File: src/rtl/reaction_display.sv
// Reaction-time display: saturates a binary ms value to 9999, converts it to BCD by
// double-dabble, and multiplexes it onto a 4-digit common-anode 7-segment display.
// Optional feature macro: LEADING_ZERO_BLANK_EN (blanks leading zero digits).
module reaction_display #(
    parameter int DIGIT_TICKS = 100000,
    parameter int VALUE_W     = 14
) (
    input  logic               clk,
    input  logic               reset,
    input  logic               load,
    input  logic [VALUE_W-1:0] value,
    output logic               busy,
    output logic [3:0]         anode,
    output logic [6:0]         cathodes
);

    localparam int TICK_W = $clog2(DIGIT_TICKS);
    localparam int ITER_W = $clog2(VALUE_W + 1);
    // Narrow value ports can never exceed 9999, so the clamp degenerates to all-ones.
    localparam logic [VALUE_W-1:0] SAT_MAX = (VALUE_W >= 14) ? VALUE_W'(9999) : '1;

    typedef enum logic {IDLE, CONVERT} state_t;

    state_t              state, state_nxt;
    logic [VALUE_W-1:0]  bin, bin_nxt, value_sat;
    logic [15:0]         bcd, bcd_nxt, disp, disp_nxt;
    logic [14:0]         bcd_adj;
    logic [ITER_W-1:0]   iter, iter_nxt;
    logic [TICK_W-1:0]   tick, tick_nxt;
    logic [1:0]          digit, digit_nxt;
    logic                blank_nxt;

    function automatic logic [6:0] seg(input logic [3:0] d);
        case (d)
            4'd0:    return 7'b1000000;
            4'd1:    return 7'b1111001;
            4'd2:    return 7'b0100100;
            4'd3:    return 7'b0110000;
            4'd4:    return 7'b0011001;
            4'd5:    return 7'b0010010;
            4'd6:    return 7'b0000010;
            4'd7:    return 7'b1111000;
            4'd8:    return 7'b0000000;
            4'd9:    return 7'b0010000;
            default: return 7'b1111111;
        endcase
    endfunction

    // Add-3 correction; the top bit is dropped because the following shift discards it.
    function automatic logic [14:0] add3(input logic [15:0] b);
        logic [15:0] r;
        r = b;
        for (int i = 0; i < 4; i++) begin
            if (r[4*i +: 4] >= 4'd5) r[4*i +: 4] = r[4*i +: 4] + 4'd3;
        end
        return r[14:0];
    endfunction

    assign busy = (state == CONVERT);

    always_comb begin
        state_nxt = state;
        bin_nxt   = bin;
        bcd_nxt   = bcd;
        iter_nxt  = iter;
        disp_nxt  = disp;
        value_sat = (value > SAT_MAX) ? SAT_MAX : value;
        bcd_adj   = add3(bcd);
        case (state)
            IDLE: begin
                if (load) begin
                    bin_nxt   = value_sat;
                    bcd_nxt   = '0;
                    iter_nxt  = '0;
                    state_nxt = CONVERT;
                end
            end
            CONVERT: begin
                {bcd_nxt, bin_nxt} = {bcd_adj, bin, 1'b0};
                iter_nxt = iter + 1'b1;
                if (iter == ITER_W'(VALUE_W - 1)) begin
                    disp_nxt  = {bcd_adj, bin[VALUE_W-1]};
                    state_nxt = IDLE;
                end
            end
            default: state_nxt = IDLE;
        endcase
    end

    always_comb begin
        tick_nxt  = tick + 1'b1;
        digit_nxt = digit;
        if (tick == TICK_W'(DIGIT_TICKS - 1)) begin
            tick_nxt  = '0;
            digit_nxt = digit + 2'd1;
        end
`ifdef LEADING_ZERO_BLANK_EN
        case (digit_nxt)
            2'd3:    blank_nxt = (disp_nxt[15:12] == 4'd0);
            2'd2:    blank_nxt = (disp_nxt[15:8] == 8'd0);
            2'd1:    blank_nxt = (disp_nxt[15:4] == 12'd0);
            default: blank_nxt = 1'b0;
        endcase
`else
        blank_nxt = 1'b0;
`endif
    end

    // Outputs are registered from next-state values so they track digit/disp exactly.
    always_ff @(posedge clk or posedge reset) begin
        if (reset) begin
            state    <= IDLE;
            bin      <= '0;
            bcd      <= '0;
            iter     <= '0;
            disp     <= '0;
            tick     <= '0;
            digit    <= '0;
            anode    <= 4'b1110;
            cathodes <= 7'b1000000;
        end else begin
            state    <= state_nxt;
            bin      <= bin_nxt;
            bcd      <= bcd_nxt;
            iter     <= iter_nxt;
            disp     <= disp_nxt;
            tick     <= tick_nxt;
            digit    <= digit_nxt;
            anode    <= ~(4'b0001 << digit_nxt);
            cathodes <= blank_nxt ? 7'b1111111 : seg(disp_nxt[4*digit_nxt +: 4]);
        end
    end

endmodule
File: config.mk
export PLATFORM = sky130hd
export DESIGN_NAME = reaction_display
export DESIGN_NICKNAME = d
export VERILOG_FILES = /design/src/rtl/reaction_display.sv
export SDC_FILE = /design/constraint.sdc
export NUM_CORES = 1
export LEC_CHECK = 0
export BUFFER_PORTS_ARGS = -buffer_cell sky130_fd_sc_hd__buf_2
export CAP_MARGIN = 20
export CORE_MARGIN = 5
export CORE_UTILIZATION = 54
export DETAILED_ROUTE_END_ITERATION = 8
export GPL_TIMING_DRIVEN = 0
export HOLD_SLACK_MARGIN = 0.15
export PLACE_DENSITY = 0.74
export SYNTH_ARGS = -nofsm -noshare
export SYNTH_HDL_FRONTEND = slang
export SYNTH_SLANG_ARGS = --single-unit
File: constraint.sdc
create_clock -name clk -period 2.5 [get_ports clk]
set_clock_uncertainty 0.15 [all_clocks]
set_input_delay 0.25 -clock clk [delete_from_list [all_inputs] [get_ports clk]]
set_output_delay 0.25 -clock clk [all_outputs]
set_load 0.02 [all_outputs]
==> qor.txt <==
outcome: finished with violations
failing checks: negative setup slack
Initial Utilization: 55.1%
Min Hold Slack: 227 ps
Critical Path RT: 2630 ps
Ys Warns: 0
CTS tree: yes
Area Overhead vs Synth: 22.7%
Pleak: 2.25 nW
Die Span Y: 98.3 um
root buf cell: clkbuf_8
sequential-to-total area share from yosys stat: 48.3%
number of global-route vias before repair: 3355
Synth Register Bits: 81
setup violators final: 7
Core ar.: 0.00765 sq mm
via count: 3473
chip width: 98.3 um
Mapped Nets: 462
DRT Pass-1 Iters: 5
number of CTS-inserted buffers: 9
ANT cells: 0
final wirelength: 9.41 mm
Clock transition at path regs: 80 ps
PortBufs: 28
largest net degree at the start of global routing: 58
Synth Area per Inst: 9.81 sq um
HP Start: value[11]
H-tree depth: 3
slew margin rel.: 60.5%
layout net count: 530
clock buffer depth: 2
crit-path max cell delay: 520 ps
Net Sw Frac: 39.4%
GRT Total Usage: 20.3%
# rows: 32
worst path cell trace: inv_2, ha_2, nand2b_4, a21o_1, xnor2_2, mux4_2, a211o_4, ha_4, mux2_4, a21oi_2
Multi-input gate area: 0.00220 sq mm
worst hold path type: in2reg
Starting DRT DRC Count: 226
Slew Viols, Final: 0
critical path class: reg2reg
DIE AREA: 0.00966 sq mm
worst-margin pin slew: 592 ps
global-route wire length before repair: 16.0 mm
Sink Count: 81
worst reg2reg path startpoint: bcd[13]
via/cell ratio: 5.75
RePlAce Congestion: 0.865
Yosys cell types: 57
Main synth FF type: dfrtp_1
final core occ: 67.6%
layout cells sized above 1: 26.5%
power share of the sequential group: 33.7%
Storage cell area: 0.00203 sq mm
final hold vios: 0
maximum vdd ir drop: 0.779 mV
CP Max Fanout: 5
maximum capacitance violations: 0
FFs w/ async S/R, synth: 100%
DR WL/cell: 15.6 um
overall power: 6.06 mW
Slowest-stage cell, CP: mux4_2
Final Cycle Share: 112%
drc violations: 0
Mapped Area: 0.00421 sq mm
antenna violation net count after detailed routing: 0
fill count: 585
GRT overflow: 0
Final Worst Setup Slack: -299 ps
Clock power frac: 15.1%
Buf/Inv on CP: 1
Critical Path AT: 2930 ps
fmax: 0.357 GHz
Setup WS pre-CTS: -434 ps
EDFF count, synth: 0
min cycle time layout: 2800 ps
critical path endpoint category: flop
io pins: 29
Psw: 2.39 mW
RSZ-0062 raised after global routing: true
internal power: 3.67 mW
initial antenna violation count: 0
Power Dens Cells: 1170 mW/mm^2
Post-DP HPWL: 6.33 mm
Critical Path Start: bcd[13]
Worst-Skew Late Latency: 350 ps
logic gate share of total power: 51.2%
critical path launch point type: flop
cell count after synthesis: 429
CP top delay family: multiplexers
## layout by cell type (no fill, tap or decap), types with 9 or more instances in the layout
master / n
a21oi_1: 17
nand2_1: 57
dfrtp_1: 77
xnor2_1: 9
clkbuf_1: 15
buf_4: 15
o21ai_0: 30
nand3_1: 9
o22ai_1: 10
dlygate4sd3_1: 13
inv_1: 17
clkbuf_8: 9
nor2_1: 18
buf_2: 32
## state kept, by name (all words and copies together) (netlist names)
register and flops:
anode 4, bcd 16, bin 14, busy 1, cathodes 7, digit 2
disp 16, iter 4, tick 17
## layer usage
| metal | part of all wire, % | up-vias | track usage (%) |
|---|---|---|---|
| met1 | 45 | 1707 | 27.9 |
| met2 | 50 | 85 | 32.6 |
| met4 | 1.6 | 0 | 6.30 |
| met5 | 0 | - | 0 |
| met3 | 4.3 | 18 | 4.29 |
| li1 | - | 1663 | - |
## power by group through the flow
stage / Sequential, mW / Combinational, mW / Clock (mW)
finish: 2.04 / 3.11 / 0.915
global route: 2.10 / 3.42 / 0.997
CTS: 2.04 / 2.96 / 0.931
detailed placement: 2.06 / 2.54 / 0
global placement: 2.04 / 2.44 / 0
floorplan: 2.07 / 1.92 / 0
## per-stage QoR
stage,instances,setup TNS [ps],cell area [sq um]
4_1_cts,600,-1360,5080
6_report,604,-1780,5170
3_3_place_gp,559,-71260,4540
2_1_floorplan,429,-229,4280
3_5_place_dp,560,-2550,4570
5_1_grt,604,-2330,5170
## layout make-up
class	count	share of cell area (%)
Multi-Input combinational cell	303	42.6
Timing Repair Buffer	57	8.26
Sequential cell	81	39.3
Inverter	24	1.89
Tap cell	102	2.47
Clock inverter	4	0.920
Buffer	21	1.91
Clock buffer	12	2.62
## logic make-up after synthesis
kind of cell             share of synthesized area [%]
flip-flops                                        48.3
multiplexers                                      2.73
AND/OR/NAND/NOR                                   18.6
AO/OA/AOI/OAI                                     18.0
adder cells (fa/ha/maj)                           4.75
XOR/XNOR                                          3.54
buffers and inverters                             4.16
## Yosys cell counts, drive strengths merged, types with 3 or more instances
cell type | n | area share (%)
a211oi | 9 | 1.7
a31o | 8 | 1.7
mux2i | 4 | 0.95
nor3b | 5 | 0.89
nor2b | 6 | 0.89
buf | 7 | 0.77
and2 | 5 | 0.74
o22ai | 10 | 1.5
dfstp | 4 | 2.5
xnor2 | 11 | 2.3
and4 | 4 | 0.83
nand2 | 60 | 5.3
ha | 16 | 4.8
o31ai | 14 | 2.5
a221oi | 4 | 0.83
nand4 | 5 | 1.1
a21oi | 20 | 2.5
nand3 | 10 | 1.2
nand2b | 9 | 1.3
nor3 | 12 | 1.8
inv | 23 | 2.1
dfrtp | 77 | 46
o21ai | 31 | 3.7
and3 | 3 | 0.45
clkbuf | 14 | 1.2
xor2 | 6 | 1.2
mux2 | 4 | 1.2
nor2 | 18 | 1.6
## worst register-to-register path, cell delays in order, from the launching register on
cell	delay, ps
dfrtp_1	380
inv_2	70
ha_2	170
nand2b_4	130
a21o_1	200
xnor2_2	160
mux4_2	520
a211o_4	400
ha_4	170
mux2_4	250
a21oi_2	110
## worst paths after layout
| path | endpoint | slack [ps] | cells after the start |
|---|---|---|---|
| worst max-delay path | cathodes[4] | -300 | 10 |
| worst min-delay path | bin[11] | 230 | 4 |
| worst max register to register | cathodes[4] | -300 | 10 |
| worst min register to register | disp[13] | 330 | 2 |
| max in group asynchronous | anode[2] | 1300 | 4 |
| min in group asynchronous | bin[5] | 260 | 3 |
## timing repair
item,CTS,global route
buffers inserted,11,4
hold endpoints to repair,89,0
gates resized for setup,21,19
pin swaps,10,6
setup endpoints to repair,7,7
hold buffers,13,0
(Power assumes the default switching activity.)
